===== config.mk =====
export PLATFORM = sky130hd
export DESIGN_NAME = demodulate
export DESIGN_NICKNAME = d
export VERILOG_FILES = /design/src/rtl/demodulate.sv
export SDC_FILE = /design/constraint.sdc
export NUM_CORES = 1
export LEC_CHECK = 0
export CAP_MARGIN = 40
export CORE_MARGIN = 2
export CORE_UTILIZATION = 30
export CTS_BUF_LIST = sky130_fd_sc_hd__clkbuf_4
export DETAILED_ROUTE_END_ITERATION = 7
export MAX_ROUTING_LAYER = met4
export PLACE_DENSITY_LB_ADDON = 0.1
export SLEW_MARGIN = 20
export SYNTH_ARGS = -nofsm -noshare
export SYNTH_HDL_FRONTEND = slang
export SYNTH_SLANG_ARGS = --single-unit

===== constraint.sdc =====
create_clock -name clk -period 2.4 [get_ports clk]
set_input_delay 0.6 -clock clk [delete_from_list [all_inputs] [get_ports clk]]
set_output_delay 0.6 -clock clk [all_outputs]
set_load 0.005 [all_outputs]

===== src/rtl/demodulate.sv =====
// 4-FSK demodulator: counts rising edges of the synchronised line over fixed
// SYM_LEN-clock windows aligned to reset release, then maps the count onto a
// 2-bit symbol with a one-cycle valid strobe.
module demodulate #(
  parameter int unsigned SYM_LEN     = 128,
  parameter int unsigned TH1         = 6,
  parameter int unsigned TH2         = 12,
  parameter int unsigned TH3         = 24,
  parameter int unsigned CARRIER_MIN = 2
) (
  input  logic       clk,
  input  logic       reset,
  input  logic       in,
  output logic [1:0] out,
  output logic       valid,
  output logic       carrier_ok
);

  localparam int unsigned WW = $clog2(SYM_LEN);
  localparam logic [WW-1:0] WLAST = WW'(SYM_LEN - 1);
  localparam logic [5:0] EMAX = 6'h3f;

  // The window counter is the only state machine; its phase is decoded from wcnt.
  typedef enum logic {StCount, StDecide} state_e;

  logic          s1, s2, s3;
  logic          rise;
  logic [WW-1:0] wcnt;
  logic [5:0]    ecnt;
  state_e        state;
  logic [6:0]    nsum;
  logic [5:0]    n;
  logic [1:0]    sym;
  logic          carrier;

  // Phase decode, final edge count (including this cycle's edge) and symbol decision.
  always_comb begin
    rise    = s2 & ~s3;
    state   = (wcnt == WLAST) ? StDecide : StCount;
    nsum    = {1'b0, ecnt} + {6'd0, rise};
    n       = nsum[6] ? EMAX : nsum[5:0];
    if (n >= 6'(TH3)) begin
      sym = 2'd3;
    end else if (n >= 6'(TH2)) begin
      sym = 2'd2;
    end else if (n >= 6'(TH1)) begin
      sym = 2'd1;
    end else begin
      sym = 2'd0;
    end
    carrier = (n >= 6'(CARRIER_MIN));
  end

  // Two-flop synchroniser for the asynchronous line plus a history flop for edge detection.
  always_ff @(posedge clk or posedge reset) begin
    if (reset) begin
      s1 <= 1'b0;
      s2 <= 1'b0;
      s3 <= 1'b0;
    end else begin
      s1 <= in;
      s2 <= s1;
      s3 <= s2;
    end
  end

  // Free-running symbol window counter; DECIDE always returns to COUNT.
  always_ff @(posedge clk or posedge reset) begin
    if (reset) begin
      wcnt <= '0;
    end else if (state == StDecide) begin
      wcnt <= '0;
    end else begin
      wcnt <= wcnt + 1'b1;
    end
  end

  // Saturating edge counter; cleared at window end, dropping any edge seen in that cycle.
  always_ff @(posedge clk or posedge reset) begin
    if (reset) begin
      ecnt <= 6'd0;
    end else if (state == StDecide) begin
      ecnt <= 6'd0;
    end else if (rise && (ecnt != EMAX)) begin
      ecnt <= ecnt + 6'd1;
    end
  end

  // Registered decision outputs; out and carrier_ok hold between strobes.
  always_ff @(posedge clk or posedge reset) begin
    if (reset) begin
      out        <= 2'd0;
      valid      <= 1'b0;
      carrier_ok <= 1'b0;
    end else begin
      valid <= (state == StDecide);
      if (state == StDecide) begin
        out        <= sym;
        carrier_ok <= carrier;
      end
    end
  end

endmodule


==> impl_metrics.toml, run 1 <==
[run_status]
outcome = "finished clean"

[yosys]
netlist.area_leader.share_pct = 53.1
synth-seq-cells = 20
ys_seq_area_share_pct = 53.1
synth_edf_count = 0
synth_nets = 92
syn-cell-area_um2 = 943
yosysTopAreaCell = "dfrtp_1"
syn_inst = 85
avgSynthCellArea_um2 = 11.1
ys_types = 32
ys.flop_type = "dfrtp_1"
synth_commonest_cells = "20 x dfrtp_1, 11 x nor2_1, 9 x xor2_1"
synthArstFlopShare_pct = 100
synth_most_common_cell = "dfrtp_1"
yosysWarnings = 0
synth.area.top_cells = "dfrtp_1 53%, xor2_1 8.4%, ha_1 5.3%"

[global_routing]
antenna_found_initial = 0
grt_max_degree = 14
grtUsageTotal_pct = 11.5
grt-ovfl-total = 0
grt_pass1_wl_um = 2950
grt_pass1_vias = 658

[clocking]
htree_levels = 1
cts_resized = 0
clk_path_buf_depth = 2
cts_post_setup_buffers_inserted = 0
path_clk_slew_ns = 0.12
root_buffer = "clkbuf_4"
cts_sinks = 20
hold_buffers = 0
cts-buffers-inserted = 3
cts_tree = "yes"
clock_latency_ns = 0.30

[run]
max_cap_viol_count = 0

[finish]
fin_cells = 139
seq_area_um2 = 500
drive_above_1_share_pct = 10.5
area_growth_pct = 18.0
final_net_count = 103
n_antenna_cell = 0
multiInputGateArea_um2 = 423
n_fill_cell = 305

[critical_path]
r2r_cells = 7
startpoint_type = "flip-flop"
reg2reg_from = "s3"
crit_slowest_cell = "dfrtp_1"
worstSetupPathDepth = 7
worstPathRequired_ns = 2.59
cp_top_family = "adder cells"
cp.arrival_ns = 2.15
cp-startpoint = "s3"
critical_path_class = "reg2reg"
cp_cell_sequence = "nor2b_1, ha_1, ha_1, xor2_1, nand2b_1, a2111oi_2, a21oi_1"
cpMostUsedCell = "ha_1"
crit_fanout = 4
worst-r2r-setup-slack_ns = 0.44
cp_num_buf_inv = 0
endpoint = "out[0]"
endpoint_kind = "flip-flop"
slowest_delay_ns = 0.38
r2r_end = "out[0]"

[timing]
period_share_pct = 81.5
setup_viol = 0
worstMarginPinSlew_ns = 0.534
hold_viol_final = 0
max_freq_mhz = 511
fin_skew_ns = 0.0125
fin_setup_tns_ns = 0
drv_slew = 0
finalCriticalPeriod_ns = 1.96
rsz0062_at_grt = "false"
relSlewSlack_pct = 64.4

[placed_design]
routabilityCongestion = 0.773
dp.final_hpwl_um = 1230
port-buffer-count = 6
dp.cells = 135

[routing]
viasPerCell = 4.58
vias = 637
ant_nets = 0
dr.first_iter.drc_count = 26
route.detailed.drc = 0
routedWlPerCell_um = 11.9
drt_pass1_iterations = 4
wl_um = 1660

[die]
fp-row-count = 20
dieWidth_um = 60.1
start_util_pct = 31.2
core-area_um2 = 3030
ios = 7
dieArea_um2 = 3610
die_y_um = 60.1

[worst_hold_path]
min_path_cells = 0
min_from = "s1"
hold_class = "reg2reg"

[power]
leakage_nw = 0.471
max-vdd-ir-drop_uv = 316
powerDensity_nw_per_um2 = 871
worst reg2reg max path: stages (launching register included):
cell	delay (ns)
dfrtp_1	0.38
nor2b_1	0.17
ha_1	0.23
ha_1	0.24
xor2_1	0.28
nand2b_1	0.11
a2111oi_2	0.35
a21oi_1	0.11
cells by family after synthesis:
family | Yosys count | synth area share [%]
mux | 1 | 1.06
xor+xnor | 11 | 10.2
buf+inv | 4 | 2.12
simple gates | 30 | 16.6
fa+ha+maj | 4 | 5.31
compound gates | 15 | 11.7
flops | 20 | 53.1
placed cells by master (no fill, tap or decap), types with 2 or more instances in the layout:
cell type	netlist	layout
dfrtp_1	20	20
nor2_1	11	11
xor2_1	9	9
clkdlybuf4s50_1	0	6
nand2_1	4	4
a21oi_1	4	4
ha_1	4	4
nand3_1	3	3
clkbuf_4	0	3
inv_1	2	2
a31oi_1	2	2
xnor2_1	2	2
o2111ai_1	2	2
o21ai_0	2	2
buf_4	1	2
state kept, by name, summed over array words and instances, names as in the netlist:
| name | count |
|---|---|
| s3 | 1 |
| ecnt | 6 |
| out | 2 |
| carrier_ok | 1 |
| valid | 1 |
| s1 | 1 |
| wcnt | 7 |
| s2 | 1 |
per-layer routing:
metal  part of all wire [%]  vias to the layer above  GRT usage, %  wire [um]
met3                    2.3                        2          1.95         38
li1                       -                      318             -          -
met2                     45                        5          17.5        740
met1                     52                      312          15.0        863
met4                   0.90                        0          4.76         15
met5                      0                        -             -          0
where the power goes:
group,internal (mW),switching [mW]
Combinational,0.109,0.122
Clock,0.169,0.105
Sequential,0.384,0.0821
Total,0.661,0.308
final cells by class:
| class | count | share of cell area (%) |
|---|---|---|
| flip-flops and latches | 20 | 44.9 |
| multi-input cells | 61 | 38.0 |
| repair buffers | 8 | 6.74 |
| well taps | 44 | 4.94 |
| clock inverters | 1 | 2.70 |
| clock buffers | 3 | 2.02 |
| inverters | 2 | 0.674 |
stage by stage:
stage / hold slack (ns) / utilization, % / instance area, um^2 / power, mW / setup WS [ns]
after floorplan: 0.331 / - / 943 / 0.652 / 0.434
after global placement: 0.334 / 35.0 / 1060 / 0.702 / 0.512
after detailed placement: 0.335 / 35.0 / 1060 / 0.706 / 0.433
after CTS: 0.361 / 36.8 / 1110 / 0.981 / 0.435
after global routing: 0.363 / 36.8 / 1110 / 1.04 / 0.253
final: 0.358 / 36.8 / 1110 / 0.970 / 0.444
how the worst min path moves through the flow:
stage	end	slack, ns
floorplan	s2	0.33
global placement	s2	0.33
detailed placement	s2	0.33
CTS	s2	0.36
global route	s2	0.36
finish	s2	0.36
Note: power is estimated with default switching activity, not from simulation.
==> run 2: changes to the inputs <==
- clock period: 2.4 -> 1.6 ns (I/O delays scaled with it)
==> impl_metrics.toml, run 2 (synthesized netlist as in run 1, its figures left out) <==
[placed_design]
dp.final_hpwl_um = 1410
port-buffer-count = 6
routabilityCongestion = 0.781

[finish]
reg_top3 = "wcnt: 7 flops, ecnt: 6 flops, out: 2 flops"
drive_above_1_share_pct = 33.0
final_cell_mix = "19 x dfrtp_1, 16 x buf_4, 11 x nor2_1"
seq_area_um2 = 502
n_fill_cell = 297
max_flop_register = "wcnt"
area_growth_pct = 38.3
final_net_count = 117
layout_commonest_cell = "dfrtp_1"
n_antenna_cell = 0
multiInputGateArea_um2 = 508
largest_reg_flops = 7

[power]
total_power_mw = 1.73
leakage_nw = 0.582
max-vdd-ir-drop_uv = 590
powerDensity_nw_per_um2 = 1330

[die]
die_y_um = 60.1
fp-row-count = 20
ios = 7
start_util_pct = 31.2
core-area_um2 = 3030
dieWidth_um = 60.1
dieArea_um2 = 3610

[worst_hold_path]
min_path_cells = 0
hold_class = "reg2reg"
hold_path_end = "s2"
min_from = "s1"

[timing]
fin_skew_ns = 0.0112
drv_slew = 0
max_freq_mhz = 592
rsz0062_at_grt = "true"
period_share_pct = 106
finalCriticalPeriod_ns = 1.69
worstMarginPinSlew_ns = 0.280
hold_viol_final = 0
fin_setup_tns_ns = -0.0896
fin_ws_ns = -0.0896
whs_ns = 0.365
setup_viol = 1
relSlewSlack_pct = 81.2

[global_routing]
grt_max_degree = 21
grt_pass1_wl_um = 3460
grt-ovfl-total = 0
antenna_found_initial = 0
grtUsageTotal_pct = 13.7
grt_pass1_vias = 741

[routing]
vias = 716
dr.first_iter.drc_count = 30
ant_nets = 0
drt_pass1_iterations = 4
routedWlPerCell_um = 13.1
route.detailed.drc = 0
wl_um = 2000
viasPerCell = 4.68

[run]
max_cap_viol_count = 0

[critical_path]
r2r_end = "out[0]"
critical_path_class = "reg2reg"
endpoint_kind = "flip-flop"
r2r_cells = 7
cp.arrival_ns = 1.89
worst-r2r-setup-slack_ns = -0.09
reg2reg_from = "s2"
crit_fanout = 4
worstPathRequired_ns = 1.80
startpoint_type = "flip-flop"

[run_status]
outcome = "finished with violations"
violations = "setup timing"

[clocking]
cts-buffers-inserted = 3
htree_levels = 1
clk_path_buf_depth = 2
path_clk_slew_ns = 0.13
clock_latency_ns = 0.31
cts_tree = "yes"
cts_sinks = 20
root_buffer = "clkbuf_4"
==> run 2: cell count changes in the layout (fill, tap and decap cells not counted), moves of 2 or more <==
cell / change
buf_4: +14
clkdlybuf4s50_1: -3
ha_1: -3
dlygate4sd2_1: +2
ha_4: +2
==> run 2: worst max-delay path: stages, from the launching register on <==
cell and delay [ns]:
dfrtp_1 0.40, nor2b_4 0.14, ha_4 0.17, ha_4 0.17
buf_4 0.13, o31a_1 0.28, a2111oi_4 0.21, a21oi_1 0.11
==> run 2: final cells by class <==
class	count	area share [%]
clock buffers	3	1.73
clock inverters	1	2.30
inverters	2	0.575
multi-input cells	61	38.9
flip-flops and latches	20	38.4
well taps	44	4.22
repair buffers	22	13.8
==> run 2: power by group <==
group / leakage, nW / switching, mW / internal (mW)
registers: 0.248 / 0.107 / 0.579
clock network: 0.0279 / 0.166 / 0.253
logic: 0.307 / 0.305 / 0.324
total: 0.582 / 0.579 / 1.16
==> run 2: metal layers <==
metal,global-route usage [%],vias up,routed length (um)
li1,-,350,-
met1,18.7,356,973
met2,19.3,6,950
met3,1.95,4,33
met4,7.94,0,40
met5,-,-,0
==> run 2: metrics by stage <==
step                utilization (%)  area [um^2]  worst slack (ns)  cells
finish                         43.1         1310           -0.0896    153
global route                   43.1         1310            -0.182    153
CTS                            41.0         1240           -0.0399    151
detailed placement             39.1         1180           -0.0464    146
global placement               39.1         1180           -0.0323    146
floorplan                         -          983           -0.0308     85
==> run 2: worst max path at each step <==
stage,from,end,slack [ns]
global placement,s2,out[0],-0.03
floorplan,s3,out[0],-0.03
detailed placement,s2,out[0],-0.05
global route,s2,out[0],-0.18
finish,s2,out[0],-0.09
CTS,s3,out[0],-0.04
==> run 2: repair_timing <==
item                       CTS  global route
setup buffers                1             2
setup endpoints to repair    5             7
pin swaps                    3             3
resized for setup            4            10
hold buffers                 0             0
